==> config.mk <==
export PLATFORM = sky130hd
export DESIGN_NAME = map_speed_controller_flat
export DESIGN_NICKNAME = d
export VERILOG_FILES = /design/src/rtl/map_speed_controller_pkg.sv /design/src/rtl/map_speed_controller_if.sv /design/src/rtl/map_speed_controller_timer.sv /design/src/rtl/map_speed_controller.sv /design/src/flat_wrapper.sv
export SDC_FILE = /design/constraint.sdc
export NUM_CORES = 1
export LEC_CHECK = 0
export ABC_AREA = 1
export CORE_MARGIN = 2
export CORE_UTILIZATION = 45
export DETAILED_ROUTE_END_ITERATION = 8
export PLACE_DENSITY = 0.62
export SLEW_MARGIN = 30
export SYNTH_ARGS = -nofsm -noshare
export SYNTH_HDL_FRONTEND = slang
export SYNTH_SLANG_ARGS = --single-unit
export TNS_END_PERCENT = 1
==> constraint.sdc <==
create_clock -name clock -period 7.15 [get_ports clock]
set_clock_uncertainty 0.15 [all_clocks]
set_input_delay 1.43 -clock clock [delete_from_list [all_inputs] [get_ports clock]]
set_output_delay 1.43 -clock clock [all_outputs]
set_load 0.02 [all_outputs]
==> src/rtl/map_speed_controller_pkg.sv <==
// Shared definitions for the map scroll speed controller: FSM encoding,
// default timing constants and the period lookup.
package map_speed_controller_pkg;

  typedef enum logic [1:0] {
    ST_IDLE  = 2'd0,
    ST_RUN   = 2'd1,
    ST_PAUSE = 2'd2
  } state_e;

  localparam int unsigned BASE_PERIOD_DEF = 32'd800;
  localparam int unsigned STEP_DEF        = 32'd100;
  localparam int unsigned LEVEL_TICKS_DEF = 32'd30000;
  localparam int unsigned MAX_LEVEL_DEF   = 32'd3;
  localparam int unsigned CNT_W_DEF       = 32'd16;

  // Scroll period in ms ticks for a combined difficulty index 0..6.
  function automatic int unsigned period_f(input logic [2:0] idx,
                                           input int unsigned base_p,
                                           input int unsigned step_p);
    return base_p - step_p * 32'(idx);
  endfunction

endpackage

==> src/rtl/map_speed_controller_if.sv <==
// Control/status bundle between the game FSM, the speed controller and the
// map renderer.
interface map_speed_controller_if;
  logic       start;
  logic       pause;
  logic       stop;
  logic       count_map;
  logic [1:0] velocity;
  logic       move_map;
  logic [1:0] base_level;
  logic       max_level;
  logic       running;

  modport master (
    output start, pause, stop, count_map, velocity,
    input  move_map, base_level, max_level, running
  );

  modport slave (
    input  start, pause, stop, count_map, velocity,
    output move_map, base_level, max_level, running
  );
endinterface

==> src/rtl/map_speed_controller_timer.sv <==
// Loadable mod-N counter: the modulus is captured on load and re-captured on
// every terminal tick, so a new modulus only applies to the following cycle.
module map_period_timer
  import map_speed_controller_pkg::*;
#(
  parameter int unsigned CNT_W = CNT_W_DEF
) (
  input  logic             clock,
  input  logic             reset,
  input  logic             clr,
  input  logic             load,
  input  logic             en,
  input  logic [CNT_W-1:0] mod_val,
  output logic             tc
);

  logic [CNT_W-1:0] cnt_r;
  logic [CNT_W-1:0] mod_r;

  assign tc = en && (cnt_r == (mod_r - CNT_W'(1)));

  // Count register and latched modulus.
  always_ff @(posedge clock) begin
    if (!reset) begin
      cnt_r <= '0;
      mod_r <= '0;
    end else if (clr) begin
      cnt_r <= '0;
      mod_r <= '0;
    end else if (load || tc) begin
      cnt_r <= '0;
      mod_r <= mod_val;
    end else if (en) begin
      cnt_r <= cnt_r + CNT_W'(1);
    end else begin
      cnt_r <= cnt_r;
    end
  end

endmodule

==> src/rtl/map_speed_controller.sv <==
// Map scroll sequencer: run/pause/stop FSM, one move_map pulse per period,
// period shortened by base level plus player velocity.
module map_speed_controller
  import map_speed_controller_pkg::*;
#(
  parameter int unsigned BASE_PERIOD = BASE_PERIOD_DEF,
  parameter int unsigned STEP        = STEP_DEF,
  parameter int unsigned LEVEL_TICKS = LEVEL_TICKS_DEF,
  parameter int unsigned MAX_LEVEL   = MAX_LEVEL_DEF,
  parameter int unsigned CNT_W       = CNT_W_DEF
) (
  input logic                  clock,
  input logic                  reset,
  map_speed_controller_if.slave bus
);

  state_e           state_r, state_n;
  logic             load_s, clr_s, en_s;
  logic             per_tc_s, lvl_tc_s;
  logic [2:0]       idx_s;
  logic [CNT_W-1:0] period_s;
  logic [1:0]       base_level_r, base_level_n;
  logic             max_level_r, move_map_r, running_r;

  // Reload samples the pre-increment level, so a level step lands one period later.
  assign idx_s    = {1'b0, base_level_r} + {1'b0, bus.velocity};
  assign period_s = CNT_W'(period_f(idx_s, BASE_PERIOD, STEP));

  // FSM state register.
  always_ff @(posedge clock) begin
    if (!reset) begin
      state_r <= ST_IDLE;
    end else begin
      state_r <= state_n;
    end
  end

  // Next state and timer controls; stop wins over start and pause.
  always_comb begin
    state_n = state_r;
    load_s  = 1'b0;
    clr_s   = 1'b0;
    en_s    = 1'b0;
    case (state_r)
      ST_IDLE: begin
        if (bus.start && !bus.stop) begin
          state_n = ST_RUN;
          load_s  = 1'b1;
        end else begin
          state_n = ST_IDLE;
        end
      end
      ST_RUN: begin
        if (bus.stop) begin
          state_n = ST_IDLE;
          clr_s   = 1'b1;
        end else if (bus.pause) begin
          state_n = ST_PAUSE;
        end else begin
          state_n = ST_RUN;
          en_s    = bus.count_map;
        end
      end
      ST_PAUSE: begin
        if (bus.stop) begin
          state_n = ST_IDLE;
          clr_s   = 1'b1;
        end else if (!bus.pause) begin
          state_n = ST_RUN;
        end else begin
          state_n = ST_PAUSE;
        end
      end
      default: begin
        state_n = ST_IDLE;
        clr_s   = 1'b1;
      end
    endcase
  end

  // Saturating base level.
  always_comb begin
    base_level_n = base_level_r;
    if (clr_s) begin
      base_level_n = 2'd0;
    end else if (lvl_tc_s && (base_level_r < 2'(MAX_LEVEL))) begin
      base_level_n = base_level_r + 2'd1;
    end else begin
      base_level_n = base_level_r;
    end
  end

  // Registered outputs.
  always_ff @(posedge clock) begin
    if (!reset) begin
      base_level_r <= 2'd0;
      max_level_r  <= 1'b0;
      move_map_r   <= 1'b0;
      running_r    <= 1'b0;
    end else begin
      base_level_r <= base_level_n;
      max_level_r  <= (base_level_n == 2'(MAX_LEVEL));
      move_map_r   <= per_tc_s;
      running_r    <= (state_n == ST_RUN);
    end
  end

  map_period_timer #(.CNT_W(CNT_W)) u_period_timer (
    .clock   (clock),
    .reset   (reset),
    .clr     (clr_s),
    .load    (load_s),
    .en      (en_s),
    .mod_val (period_s),
    .tc      (per_tc_s)
  );

  map_period_timer #(.CNT_W(CNT_W)) u_level_timer (
    .clock   (clock),
    .reset   (reset),
    .clr     (clr_s),
    .load    (load_s),
    .en      (en_s),
    .mod_val (CNT_W'(LEVEL_TICKS)),
    .tc      (lvl_tc_s)
  );

  assign bus.move_map   = move_map_r;
  assign bus.base_level = base_level_r;
  assign bus.max_level  = max_level_r;
  assign bus.running    = running_r;

endmodule

==> src/flat_wrapper.sv <==
// flat-port wrapper written by rule: the top's interface ports become plain ports
module map_speed_controller_flat import map_speed_controller_pkg::*;
#(
  parameter int unsigned BASE_PERIOD = BASE_PERIOD_DEF,
  parameter int unsigned STEP        = STEP_DEF,
  parameter int unsigned LEVEL_TICKS = LEVEL_TICKS_DEF,
  parameter int unsigned MAX_LEVEL   = MAX_LEVEL_DEF,
  parameter int unsigned CNT_W       = CNT_W_DEF
)
  (clock, reset, bus_start, bus_pause, bus_stop, bus_count_map, bus_velocity, bus_move_map, bus_base_level, bus_max_level, bus_running);
  map_speed_controller_if bus_i ();
  input logic clock;
  input logic reset;
  input wire logic [$bits(bus_i.start)-1:0] bus_start;
  input wire logic [$bits(bus_i.pause)-1:0] bus_pause;
  input wire logic [$bits(bus_i.stop)-1:0] bus_stop;
  input wire logic [$bits(bus_i.count_map)-1:0] bus_count_map;
  input wire logic [$bits(bus_i.velocity)-1:0] bus_velocity;
  output wire logic [$bits(bus_i.move_map)-1:0] bus_move_map;
  output wire logic [$bits(bus_i.base_level)-1:0] bus_base_level;
  output wire logic [$bits(bus_i.max_level)-1:0] bus_max_level;
  output wire logic [$bits(bus_i.running)-1:0] bus_running;
  assign bus_i.start = bus_start;
  assign bus_i.pause = bus_pause;
  assign bus_i.stop = bus_stop;
  assign bus_i.count_map = bus_count_map;
  assign bus_i.velocity = bus_velocity;
  assign bus_move_map = bus_i.move_map;
  assign bus_base_level = bus_i.base_level;
  assign bus_max_level = bus_i.max_level;
  assign bus_running = bus_i.running;
  map_speed_controller #(.BASE_PERIOD(BASE_PERIOD), .STEP(STEP), .LEVEL_TICKS(LEVEL_TICKS), .MAX_LEVEL(MAX_LEVEL), .CNT_W(CNT_W)) u_core (.clock(clock), .reset(reset), .bus(bus_i));
endmodule
==> flow_metrics.tcl <==
set metrics [dict create \
    cpMostUsedCell "ha_1" \
    die_area_um2 7420 \
    synth_area_um2 3040 \
    hpwlAfterDp_um 4240 \
    diodes 0 \
    p_per_area_nw_per_um2 161 \
    ant_nets 0 \
    viasPerCell 4.76 \
    timing.fmax_ghz 0.264 \
    place_area_um2 3220 \
    worst_pin_slew_ns 0.665 \
    num_rows 29 \
    cts-hold-fix-buffers 0 \
    status "finished clean" \
    design_area_um2 3300 \
    dp.cells 519 \
    postCtsSetupRepairBufs 0 \
    yosysUniqueCellTypes 35 \
    utilization_pct 51.4 \
    hold_ws_ns 0.337 \
    p_leak_nw 1.42 \
    met1_usage_pct 22.1 \
    grt_setup_unrepaired "no" \
    p_switching_mw 0.155 \
    worstSetupEndpointType "flop" \
    syn_to_final_growth_pct 8.74 \
    cts_resized 0 \
    cpPeakStageDelay_ns 0.45 \
    clock_latency_ns 0.30 \
    grt_util_met2_pct 26.9 \
    cpMaxStageDelayCell "fa_1" \
    cts_max_path_buffers 2 \
    maxCapViolCount 0 \
    synth_cells 434 \
    grt_max_degree 18 \
    yosysWarnings 0 \
    switching_share_pct 29.0 \
    p_int_mw 0.378 \
    fill_cells 661 \
    setup_tns_ns 0 \
    p_comb_share_pct 16.5 \
    slew_viol_final 0 \
    r2r_end "u_core.u_period_timer.mod_r[9]" \
    clk_pin_slew_ns 0.10 \
    synth_common_cells "nand2_1, nor2_1, inv_1, dfxtp_1, nand3_1" \
    min_period_ns 3.78 \
    core_um2 6420 \
    fin_cells 527 \
    grt_pass1_wl_um 9870 \
    floorplan.initialDensity_pct 47.3 \
    vias 2506 \
    clockRootBuffer "clkbuf_8" \
    drive_gt1_share_pct 12.0 \
    pwr-share-seq_pct 52.9 \
    portBuffers 12 \
    drtPass1Iterations 4 \
    grtUsageMet3_pct 2.98 \
    synth_fp_nets 460 \
    hp-start "u_core.u_period_timer.cnt_r[1]" \
    cts_made_buffers 5 \
    grt_pass1_vias 2242 \
    min_path_type "flop to flop" \
    drt_iter0_drc 100 \
    synth.area.top_cells "dfxtp_1, nand2_1, nor2_1" \
    hold_end "u_core.u_period_timer.cnt_r[1]" \
    final_hold_viol_count 0 \
    ys_seq_area_share_pct 32.3 \
    reg2reg_depth 10 \
    vdd_drop_max_v 0.0000918 \
    pre_cts_ws_ns 3.04 \
    crit_path_max_fanout 4 \
    busiest_layer "met2" \
    critPathArrivalTime_ns 3.85 \
    synth_edf_count 0 \
    htree_levels 2 \
    dominantRegCellSynth "dfxtp_1" \
    drc 0 \
    crit_required_ns 7.21 \
    postSynthAreaPerCell_um2 6.99 \
    yosysMostFrequentCell "nand2_1" \
    cts_tree "yes" \
    critPathLaunchType "input port" \
    path_cells "clkdlybuf4s50_1 > ha_1 > fa_1 > ha_1 > ha_1 > ha_1 > o21ai_0 > xor2_1 > nand2_2 > nand2_1 > nor2_2" \
    synthArstFlopShare_pct 0 \
    nets 475 \
    overflow 0 \
    cts.sinks 49 \
    reg2reg_from "u_core.bus.base_level[0]" \
    ios 13 \
    clockPowerShare_pct 30.7 \
    die_h_um 86.1 \
    grt_use_total_pct 16.4 \
    critPathKind "input port to flop" \
    setup_slack_ns 3.37 \
    detail_route.wl_per_cell_um 10.6 \
    setup_viol 0 \
    power_mw 0.533 \
    antenna_found_initial 0 \
    slew_headroom_pct 55.5 \
    synth_area_leader_cell "dfxtp_1" \
    timing.final.crit_share_pct 52.9 \
    hold_depth 2 \
    gp_congestion 0.757 \
    synth-seq-cells 49 \
    die_w_um 86.1 \
    rrSetupSlack_ns 4.52 \
    routed_wl_um 5580 \
    yosysTopAreaCellShare_pct 32.3 \
]
[worst max-delay path by stage]
stage | from | to | slack, ns | cells after the start
3_3_place_gp | bus_velocity[0] | u_core.u_period_timer.mod_r[9] | 3.11 | 11
3_5_place_dp | bus_velocity[0] | u_core.u_period_timer.mod_r[9] | 3.04 | 11
4_1_cts | bus_velocity[0] | u_core.u_period_timer.mod_r[9] | 3.38 | 11
6_report | bus_velocity[0] | u_core.u_period_timer.mod_r[9] | 3.37 | 11
5_1_grt | bus_velocity[0] | u_core.u_period_timer.mod_r[9] | 3.26 | 11
2_1_floorplan | bus_velocity[0] | u_core.u_period_timer.mod_r[9] | 3.61 | 10
[worst max-delay path, delay by kind of cell]
kind | cells | cell delay [ns]
XOR/XNOR | 1 | 0.19
adder cells (fa/ha/maj) | 5 | 1.53
AND/OR/NAND/NOR | 3 | 0.16
buffers and inverters | 1 | 0.41
AO/OA/AOI/OAI | 1 | 0.11
[per-layer routing]
| layer | vias to the layer above | wire length, um |
|---|---|---|
| li1 | 1363 | - |
| met1 | 1116 | 2940 |
| met2 | 21 | 2450 |
| met3 | 6 | 126 |
| met4 | 0 | 66 |
| met5 | - | 0 |
[final cells by class]
class / instances / area (um2) / area share (%)
Multi-Input combinational cell: 316 / 1770 / 53.7
Sequential cell: 49 / 981 / 29.7
Tap cell: 77 / 96.3 / 2.92
Timing Repair Buffer: 13 / 128 / 3.87
Clock inverter: 2 / 10.0 / 0.303
Clock buffer: 6 / 72.6 / 2.20
Inverter: 64 / 240 / 7.28
[cell usage in the layout (no fill, tap or decap), types with 4 or more instances in the layout]
cell,synthesis,final
xor2_1,22,22
xnor2_1,5,5
nor2_2,16,16
nand2_2,8,8
clkbuf_8,0,5
ha_1,17,17
dfxtp_1,49,49
clkdlybuf4s50_1,0,12
nand4_1,4,4
or2_2,6,6
nor3_1,10,10
o21ai_0,7,7
nor2_1,62,62
a21oi_1,12,12
inv_1,61,61
nand3_1,28,28
nand2_1,96,96
[power by group through the flow]
| stage | combinational (mW) | sequential, mW | clock (mW) |
|---|---|---|---|
| 6_report | 0.0877 | 0.282 | 0.163 |
| 4_1_cts | 0.0885 | 0.282 | 0.171 |
| 5_1_grt | 0.101 | 0.283 | 0.180 |
| 3_3_place_gp | 0.0868 | 0.288 | 0 |
| 3_5_place_dp | 0.0880 | 0.288 | 0 |
| 2_1_floorplan | 0.0709 | 0.287 | 0 |
[kinds of logic after synthesis]
group,after synthesis,synth area share [%]
and+or+nand+nor,248,39.0
buffers and inverters,69,9.27
DFF,49,32.3
xor gates and xnor gates,27,7.79
AOI/OAI and AO/OA,23,4.00
adders and majority gates,18,7.67
[sequential cells by signal, indices dropped and copies added, names as in the netlist]
signal and flops:
u_core.u_level_timer.mod_r 1, u_core.u_level_timer.cnt_r 16, u_core.u_period_timer.cnt_r 16, u_core.state_r 2, u_core.u_period_timer.mod_r 9, u_core.bus.max_level 1, u_core.bus.running 1, u_core.bus.move_map 1
u_core.bus.base_level 2
Note: power is estimated with default switching activity, not from simulation.
